===== src/rtl/bomb_arm_ctrl.sv =====
// Arming controller for the bomb-dismantle game: latches the password, enables the
// entry checker and runs a BCD seconds countdown that ends in DEFUSED or EXPLODED.
module bomb_arm_ctrl #(
  parameter int unsigned TICK_DIV  = 1000,
  parameter int unsigned COUNT_SEC = 30
) (
  input  logic       clk,
  input  logic       rst,
  input  logic [6:0] sw,
  input  logic       btn_set,
  input  logic       success,
  output logic [6:0] psw,
  output logic       start_input,
  output logic [3:0] sec_tens,
  output logic [3:0] sec_ones,
  output logic       defused,
  output logic       exploded,
  output logic [1:0] state
);

  localparam int unsigned PW = $clog2(TICK_DIV);
  localparam logic [PW-1:0] TickLast = PW'(TICK_DIV - 1);
  localparam logic [3:0] InitTens = 4'(COUNT_SEC / 10);
  localparam logic [3:0] InitOnes = 4'(COUNT_SEC % 10);

  typedef enum logic [1:0] {
    StIdle     = 2'b00,
    StArmed    = 2'b01,
    StDefused  = 2'b10,
    StExploded = 2'b11
  } state_e;

  state_e        state_q;
  logic          btn_prev_q;
  logic [PW-1:0] presc_q;
  logic          arm_evt;
  logic          tick;
  logic          last_sec;

  assign arm_evt  = btn_set & ~btn_prev_q;
  assign tick     = (presc_q == TickLast);
  // Treat 00 like 01 so the count can never wrap below zero.
  assign last_sec = (sec_tens == 4'd0) && (sec_ones <= 4'd1);
  assign state    = state_q;

  always_ff @(posedge clk or negedge rst) begin
    if (!rst) begin
      state_q     <= StIdle;
      btn_prev_q  <= 1'b0;
      presc_q     <= '0;
      psw         <= '0;
      start_input <= 1'b0;
      sec_tens    <= InitTens;
      sec_ones    <= InitOnes;
      defused     <= 1'b0;
      exploded    <= 1'b0;
    end else begin
      btn_prev_q <= btn_set;
      case (state_q)
        StIdle: begin
          if (arm_evt && (sw != 7'd0)) begin
            psw         <= sw;
            sec_tens    <= InitTens;
            sec_ones    <= InitOnes;
            presc_q     <= '0;
            start_input <= 1'b1;
            state_q     <= StArmed;
          end
        end
        StArmed: begin
          // Success takes priority over a coincident tick; the count freezes.
          if (success) begin
            start_input <= 1'b0;
            defused     <= 1'b1;
            state_q     <= StDefused;
          end else if (tick) begin
            presc_q <= '0;
            if (last_sec) begin
              sec_tens    <= 4'd0;
              sec_ones    <= 4'd0;
              start_input <= 1'b0;
              exploded    <= 1'b1;
              state_q     <= StExploded;
            end else if (sec_ones == 4'd0) begin
              sec_ones <= 4'd9;
              sec_tens <= sec_tens - 4'd1;
            end else begin
              sec_ones <= sec_ones - 4'd1;
            end
          end else begin
            presc_q <= presc_q + PW'(1);
          end
        end
        default: ;
      endcase
    end
  end

endmodule


===== config.mk =====
export PLATFORM = sky130hd
export DESIGN_NAME = bomb_arm_ctrl
export DESIGN_NICKNAME = d
export VERILOG_FILES = /design/src/rtl/bomb_arm_ctrl.sv
export SDC_FILE = /design/constraint.sdc
export NUM_CORES = 1
export LEC_CHECK = 0
export CORE_AREA = 5 5 71 73
export CTS_CLUSTER_DIAMETER = 50
export DETAILED_ROUTE_END_ITERATION = 16
export DIE_AREA = 0 0 76 78
export DONT_BUFFER_PORTS = 1
export PLACE_DENSITY = 0.64
export SLEW_MARGIN = 25
export SYNTH_ARGS = -nofsm -noshare
export SYNTH_HDL_FRONTEND = slang
export SYNTH_SLANG_ARGS = --single-unit

===== constraint.sdc =====
create_clock -name clk -period 2.4 [get_ports clk]
set_input_delay 0.6 -clock clk [delete_from_list [all_inputs] [get_ports clk]]
set_output_delay 0.6 -clock clk [all_outputs]
set_load 0.005 [all_outputs]

Word level (Yosys, flattened, before mapping)
Index checks and enable logic that the tools add are counted.
- add/subtract/negate cells: 3
- magnitude comparators: 1
- equal/unequal tests: 8
- multiplexer cells: 26
- bitwise gates (word level): 3
- reductions and logical operators: 14
- operators with widths (kind ; count):
    4-bit two-way mux ; 10
    10-bit two-way mux ; 3
    10-bit one-hot mux with 2 select lines ; 1
    4-bit one-hot mux with 2 select lines ; 2
    4-bit AND reduction ; 3
    10-bit by 1-bit adder with 10-bit output (second input constant) ; 1
    10-bit == test (second input constant) ; 1
    3-bit != test (second input constant) ; 3
    4-bit logical NOT ; 2
    2-bit two-way mux ; 4
    4-bit by 1-bit subtractor with 4-bit output (second input constant) ; 2
    7-bit nonzero test ; 1
    2-bit != test (second input constant) ; 3
    5-bit AND reduction ; 1
    4-bit by 1-bit less-or-equal comparator with 1-bit output (second input constant) ; 1
    1-bit two-way mux ; 4
    2-bit one-hot mux with 2 select lines ; 1
    2-bit AND reduction ; 2
    3-bit AND reduction ; 1
    2-bit by 1-bit == test with 1-bit output (second input constant) ; 1
    1-bit logical AND ; 2
    2-bit logical NOT ; 1
    1-bit NOT ; 2
    1-bit one-hot mux with 2 select lines ; 1
    other kinds (2) ; 2
- register bits after elaboration: 31
- output and inout port bits: 20

Longest topological paths before layout
Gate-level depths: netlist (run 1).
- word-level depth: 6
- mapped depth: 6
- depth with buffers taken out: 6

Worst setup path before layout (run 1)
OpenSTA, ideal clock, no wires.
- kind: in2reg
- start: input sw[2]
- end: register sec_ones[2]
- library setup time: 139 ps
- arrival: 1976 ps
- data required time: 2261 ps
- setup slack: 284 ps
- cell stages on the path: 5
- buffers on the path: 1
- path through: or4_4 > o41a_4 > buf_6 > o2111ai_1 > o221ai_1
- word-level cells in the longest chain between the ends: 4
- ends and longest elaborated chain (element ; RTL line ; RTL):
    from (decl) ; 9 ; input logic [6:0] sw,
    7-bit nonzero test ; 61 ; if (arm_evt && (sw != 7'd0)) begin
    1-bit logical AND ; 61 ;
    2-bit != test (no line) ; -- ;
    4-bit AND reduction (no line) ; -- ;
    to (signal assigned) ; 54 ; sec_ones <= InitOnes;
    to (signal assigned) ; 64 ; sec_ones <= InitOnes;
    to (signal assigned) ; 88 ; sec_ones <= sec_ones - 4'd1;
    to (decl) ; 15 ; output logic [3:0] sec_ones,
Every way passes these cells.
A chain may end at the register's enable or synchronous reset.

Worst setup path in the final report (run 1)
- start: register sec_tens[0]
- end: register sec_tens[1]
- word-level cells in the longest chain between the ends: 6
- ends and longest elaborated chain (element ; RTL line ; RTL):
    from (decl) ; 14 ; output logic [3:0] sec_tens,
    from (signal assigned) ; 53 ; sec_tens <= InitTens;
    from (signal assigned) ; 63 ; sec_tens <= InitTens;
    from (signal assigned) ; 86 ; sec_tens <= sec_tens - 4'd1;
    4-bit by 1-bit subtractor with 4-bit output / 4-bit logical NOT (equally long branches) ; 86, 43 ;
    4-bit two-way mux / 1-bit logical AND (equally long branches) ; 84, 43 ;
    4-bit two-way mux ; 78 ; if (last_sec) begin
    4-bit two-way mux ; 76 ; end else if (tick) begin
    4-bit two-way mux ; 72 ; if (success) begin
    4-bit one-hot mux with 2 select lines ; 59 ; case (state_q)
Parallel ways exist; a longest one is shown, timed or not. The select of a mux whose other input is x is not followed.

==> results of run 1 <==
final cells by class:
class,instances,area share [%]
Clock buffer,8,5.337
Inverter,7,1.401
Multi-Input combinational cell,115,44.03
Sequential cell,31,41.49
Tap cell,52,3.469
Timing Repair Buffer,9,4.270
routing by layer:
| metal | up-vias | GRT usage [%] | wire length [um] |
|---|---|---|---|
| met5 | - | 0 | 0 |
| met4 | 0 | 8.007 | 93 |
| met3 | 8 | 4.398 | 319 |
| met2 | 64 | 19.95 | 1700 |
| met1 | 660 | 16.93 | 1611 |
| li1 | 627 | - | - |
registers in the layout, indices dropped and copies added, names as in the netlist:
signal       count
sec_ones         4
sec_tens         4
exploded         1
btn_prev_q       1
defused          1
start_input      1
psw              7
presc_q         10
state            2
metrics by stage:
step | cells | util [%]
global route | 222 | 43.68
floorplan | 158 | -
detailed placement | 213 | 40.88
finish | 222 | 43.68
CTS | 222 | 43.68
global placement | 213 | 40.88
cells by family (layout without fill, tap and decap cells):
| group | Yosys count | in the layout | synth area share [%] |
|---|---|---|---|
| simple gates | 60 | 60 | 20.12 |
| buf+inv | 12 | 24 | 3.391 |
| compound gates | 52 | 52 | 27.36 |
| flops | 31 | 31 | 46.87 |
| fa+ha+maj | 3 | 3 | 2.261 |
placed cells by master (no fill, tap or decap), types with 5 or more instances in the layout:
| cell | n |
|---|---|
| buf_4 | 8 |
| dfrtp_1 | 29 |
| o22ai_1 | 6 |
| inv_1 | 7 |
| o21ai_0 | 6 |
| nor3_1 | 5 |
| nand2_1 | 23 |
| clkbuf_8 | 7 |
| o221ai_1 | 6 |
| a22o_1 | 11 |
worst max-delay path: cells and delay by family (launching register included):
kind	cells	cell delay (ps)
adder cells (fa/ha/maj)	1	130
AND/OR/NAND/NOR	2	930
flip-flops	1	400
buffers and inverters	1	80
AO/OA/AOI/OAI	2	520
power by group through the flow:
stage / Combinational, mW / Sequential [mW] / Clock (mW)
after detailed placement: 0.453 / 0.891 / 0
after global routing: 0.540 / 0.910 / 0.479
after global placement: 0.439 / 0.881 / 0
after floorplan: 0.341 / 0.837 / 0
after CTS: 0.466 / 0.883 / 0.457
final: 0.462 / 0.877 / 0.446
worst paths after layout:
kind / start / to / slack (ps)
min in group clk: btn_set / btn_prev_q / 340
max: sec_tens[0] / sec_tens[1] / 280
max reg2reg: sec_tens[0] / sec_tens[1] / 280
min: rst / psw[6] / 130
min reg2reg: defused / defused / 490
max in group asynchronous: rst / presc_q[1] / 2110
timing repair:
item,CTS,global route
hold buffers,1,0
endpoints found under the hold margin,29,0
resized for setup,0,0
==> run_results.csv, run 1 <==
group,metric,value,unit
global_route,grt_overflow_total,0,
timing,fmax,470.8,MHz
power_and_ir_drop,seq_power_share,49.2,%
logic_synthesis,ys_warn_count,0,
critical_path,crit_required,2620,ps
logic_synthesis,synth_edf_count,0,
logic_synthesis,syn-cell-area,1660,um^2
global_route,grt_pass1_vias,1343,
drt,drc,0,
layout,n_antenna_cell,0,
layout,multi_input_area,825.8,um^2
critical_path,path_cells,"inv_1 -> ha_1 -> or4b_1 -> nor3_1 -> o221ai_1 -> a22o_1",
timing,fin_crit,2124,ps
placed_design,hpwl,2.767,mm
timing,relSlewSlack,59.43,%
floorplanning,die_area,5928,um^2
power_and_ir_drop,p_per_area,951.6,nW/um^2
critical_path,end_kind,"flop",
critical_path,arrival,2340,ps
placed_design,place_area,1755,um^2
logic_synthesis,syn-num-nets,172,
power_and_ir_drop,leakage,0.8021,nW
clock_network,clock_latency,280,ps
clock_network,cts_htree_levels,2,
power_and_ir_drop,clkPwrFrac,25.0,%
timing,finClkSkew,2.671,ps
layout,nNetsFinal,183,
power_and_ir_drop,p_sw,0.6142,mW
drt,first_iter_violations,65,
layout,n_fill_cell,411,
floorplanning,die_x,76,um
logic_synthesis,synth_seq_cells,31,
clock_network,clk_pin_slew_worst_paths,60,ps
power_and_ir_drop,pwr-share-comb,25.9,%
logic_synthesis,synth.area.top_cells,"dfrtp_1, a22o_1, nand2_1",
logic_synthesis,post-synth-top-count-cell,"dfrtp_1",
global_route,grt_pass1_wl,6.451,mm
timing,slew_viol_final,0,
floorplanning,pin_count,31,
clock_network,clock-root-buffer,"clkbuf_8",
critical_path,critPathMaxFanout,5,
layout,syn_to_final_growth,12.96,%
floorplanning,row_count,24,
power_and_ir_drop,switching_share,34.42,%
timing,final_hold_viol_count,0,
drt,routed_wire_length_per_instance,16.77,um
placed_design,pre_cts_slack,180.3,ps
hold_path,hold_path_class,"input port to async pin",
logic_synthesis,synth-async-reset-ratio,100.0,%
floorplanning,initial_core_util,38.67,%
critical_path,slowest_stage,"or4b_1",
logic_synthesis,synthDistinctLibCells,45,
logic_synthesis,syn_avg_cell_area,10.51,um^2
drt,detail_route.first_pass.iterations,4,
logic_synthesis,synthFlopType,"dfrtp_1",
run,max_cap_viol_count,0,
placed_design,routabilityCongestion,0.8453,
floorplanning,die_h,78,um
timing,worst_slack,276.0,ps
clock_network,cts_buffers,5,
layout,seqCellArea,778.2,um^2
timing,final.setup.tns,0,ps
logic_synthesis,syn_inst,158,
timing,hold_ws,132.1,ps
critical_path,reg2reg_depth,6,
placed_design,io_buffer_count,0,
drt,viasPerCell,6.122,
drt,drtAntennaViolNets,0,
critical_path,crit_path_start_kind,"flop",
clock_network,cts.sinks,31,
power_and_ir_drop,ir_drop,0.5282,mV
logic_synthesis,synth_top_area_share,43.71,%
timing,worstMarginPinSlew,606.5,ps
floorplanning,core-area,4294,um^2
clock_network,cts_tree,"done",
timing,rsz0062_at_grt,"false",
critical_path,crit_type,"flop to flop",
drt,drt_wl_total,3.724,mm
layout,drive_gt1_share,15.29,%
timing,period_share,88.50,%
global_route,track_usage,13.43,%
timing,setup_viol,0,
global_route,grt_max_degree,30,
run_status,status,"completed",
logic_synthesis,yosysTopAreaCell,"dfrtp_1",
global_route,antenna_found_initial,0,
clock_network,cts_max_path_buffers,2,
logic_synthesis,synth_common_cells,"dfrtp_1, nand2_1, a22o_1",
clock_network,cts_setup_buffers,0,
drt,num_vias,1359,
logic_synthesis,ys_seq_area_share,46.87,%
power_and_ir_drop,p_int,1.170,mW
power_and_ir_drop,power,1.785,mW
critical_path,max_stage_delay,520,ps
layout,design_area,1876,um^2
No activity file was read; power rests on OpenSTA's default activity.
==> run 2, diff against run 1 <==
Settings changed: CORE_AREA 5 5 71 73 to 2 2 64 66, DIE_AREA 0 0 76 78 to 0 0 66 68, PLACE_DENSITY 0.64 to 0.69.
==> run_results.csv, run 2 (synthesis results as in run 1) <==
group,metric,value,unit
timing,fmax,482.6,MHz
clock_network,clk_pin_slew_worst_paths,60,ps
hold_path,hold_path_class,"input port to async pin",
global_route,grt_pass1_vias,1375,
clock_network,cts_htree_levels,2,
critical_path,crit_type,"flop to flop",
timing,fin_crit,2072,ps
critical_path,end_kind,"flop",
power_and_ir_drop,ir_drop,0.4666,mV
run_status,status,"completed",
critical_path,arrival,2240,ps
global_route,grt_overflow_total,0,
global_route,antenna_found_initial,0,
floorplanning,pin_count,31,
critical_path,critPathMaxFanout,10,
layout,drive_gt1_share,16.37,%
timing,hold_ws,131.4,ps
drt,num_vias,1359,
clock_network,clock_latency,280,ps
global_route,grt_pass1_wl,6.624,mm
floorplanning,die_h,68,um
drt,viasPerCell,6.149,
layout,syn_to_final_growth,14.32,%
timing,worstMarginPinSlew,593.4,ps
placed_design,routabilityCongestion,0.8417,
layout,n_fill_cell,372,
clock_network,cts_buffers,5,
timing,finClkSkew,3.893,ps
layout,n_antenna_cell,0,
clock_network,cts_tree,"done",
clock_network,cts.sinks,31,
timing,worst_slack,328.1,ps
critical_path,slowest_stage,"o41ai_4",
clock_network,postCtsResizedCells,0,
global_route,track_usage,20.08,%
layout,utilization,49.22,%
critical_path,max_stage_delay,630,ps
placed_design,hpwl,2.815,mm
critical_path,path_delay_family,"compound AO/OA/AOI/OAI gates",
clock_network,clock-root-buffer,"clkbuf_8",
critical_path,path_cells,"ha_1 -> nand2_1 -> o41ai_4 -> o221ai_1 -> a22o_1",
critical_path,crit_path_start_kind,"flop",
layout,largest_register_ff_count,10,
layout,layout_commonest_cell,"dfrtp_1",
critical_path,path_buf_inv,0,
critical_path,crit_required,2570,ps
timing,final_hold_viol_count,0,
global_route,grt_max_degree,30,
power_and_ir_drop,p_per_area,991.6,nW/um^2
drt,detail_route.first_pass.iterations,6,
placed_design,io_buffer_count,0,
drt,drtAntennaViolNets,0,
floorplanning,row_count,23,
layout,largest_register,"presc_q",
timing,setup_viol,0,
timing,final.setup.tns,0,ps
timing,period_share,86.33,%
layout,final_cell_mix,"dfrtp_1, nand2_1, a22o_1",
drt,drt_wl_total,3.936,mm
floorplanning,die_x,66,um
drt,drc,0,
timing,rsz0062_at_grt,"false",
run,max_cap_viol_count,0,
drt,first_iter_violations,67,
placed_design,pre_cts_slack,184.6,ps
floorplanning,initial_core_util,43.06,%
timing,slew_viol_final,0,
timing,relSlewSlack,60.30,%
layout,nNetsFinal,184,
power_and_ir_drop,leakage,0.8172,nW
floorplanning,die_area,4488,um^2
drt,routed_wire_length_per_instance,17.81,um
floorplanning,core-area,3856,um^2
clock_network,cts_max_path_buffers,2,
layout,top_regs,"presc_q (10), psw (7)",
run 2: cell count changes in the layout (fill, tap and decap cells not counted):
cell,before,now
buf_4,8,9
bufinv_16,0,1
clkbuf_1,1,0
clkbuf_8,7,6
clkinv_2,0,1
run 2: final timing paths:
| kind | from | cells after the start | slack (ps) | endpoint |
|---|---|---|---|---|
| min in group clk | btn_set | 0 | 340 | btn_prev_q |
| setup reg to reg | presc_q[0] | 5 | 330 | sec_tens[3] |
| hold / removal | rst | 1 | 130 | presc_q[1] |
| setup / recovery | presc_q[0] | 5 | 330 | sec_tens[3] |
| max in group asynchronous | rst | 1 | 2110 | sec_ones[0] |
| hold reg to reg | defused | 1 | 480 | defused |
run 2: metrics by stage:
| step | cell area (um^2) | power (mW) | cells |
|---|---|---|---|
| 2_1_floorplan | 1660 | 1.178 | 158 |
| 3_3_place_gp | 1760 | 1.319 | 212 |
| 3_5_place_dp | 1760 | 1.358 | 212 |
| 4_1_cts | 1898 | 1.907 | 221 |
| 5_1_grt | 1898 | 2.023 | 221 |
| 6_report | 1898 | 1.882 | 221 |
run 2: what timing repair did:
action                     4_1_cts  5_1_grt
hold endpoints to repair        29        0
setup endpoints to repair        0        0
hold buffers                     1        0
buffers inserted                 0        0
run 2: area by class of cell:
class / instances / area, um^2 / area share, %
clock inverter: 2 / 35.03 / 1.846
timing repair buffer: 10 / 87.58 / 4.614
clock buffer: 6 / 82.58 / 4.351
sequential: 31 / 778.2 / 41.00
tap: 50 / 62.56 / 3.296
inverter: 7 / 26.28 / 1.384
multi-input combinational: 115 / 825.8 / 43.51
run 2: per-layer routing:
layer / part of all wire [%] / vias to the layer above / GRT usage [%]
li1: - / 630 / -
met1: 42 / 671 / 22.66
met2: 48 / 51 / 34.60
met3: 7.6 / 7 / 6.743
met4: 2.1 / 0 / 9.184
met5: 0 / - / 0
run 2: power breakdown:
group	leakage [nW]	switching [mW]	internal, mW	total (mW)
clock	0.0612	0.189	0.335	0.525
sequential	0.398	0.188	0.690	0.878
combinational	0.358	0.254	0.225	0.479
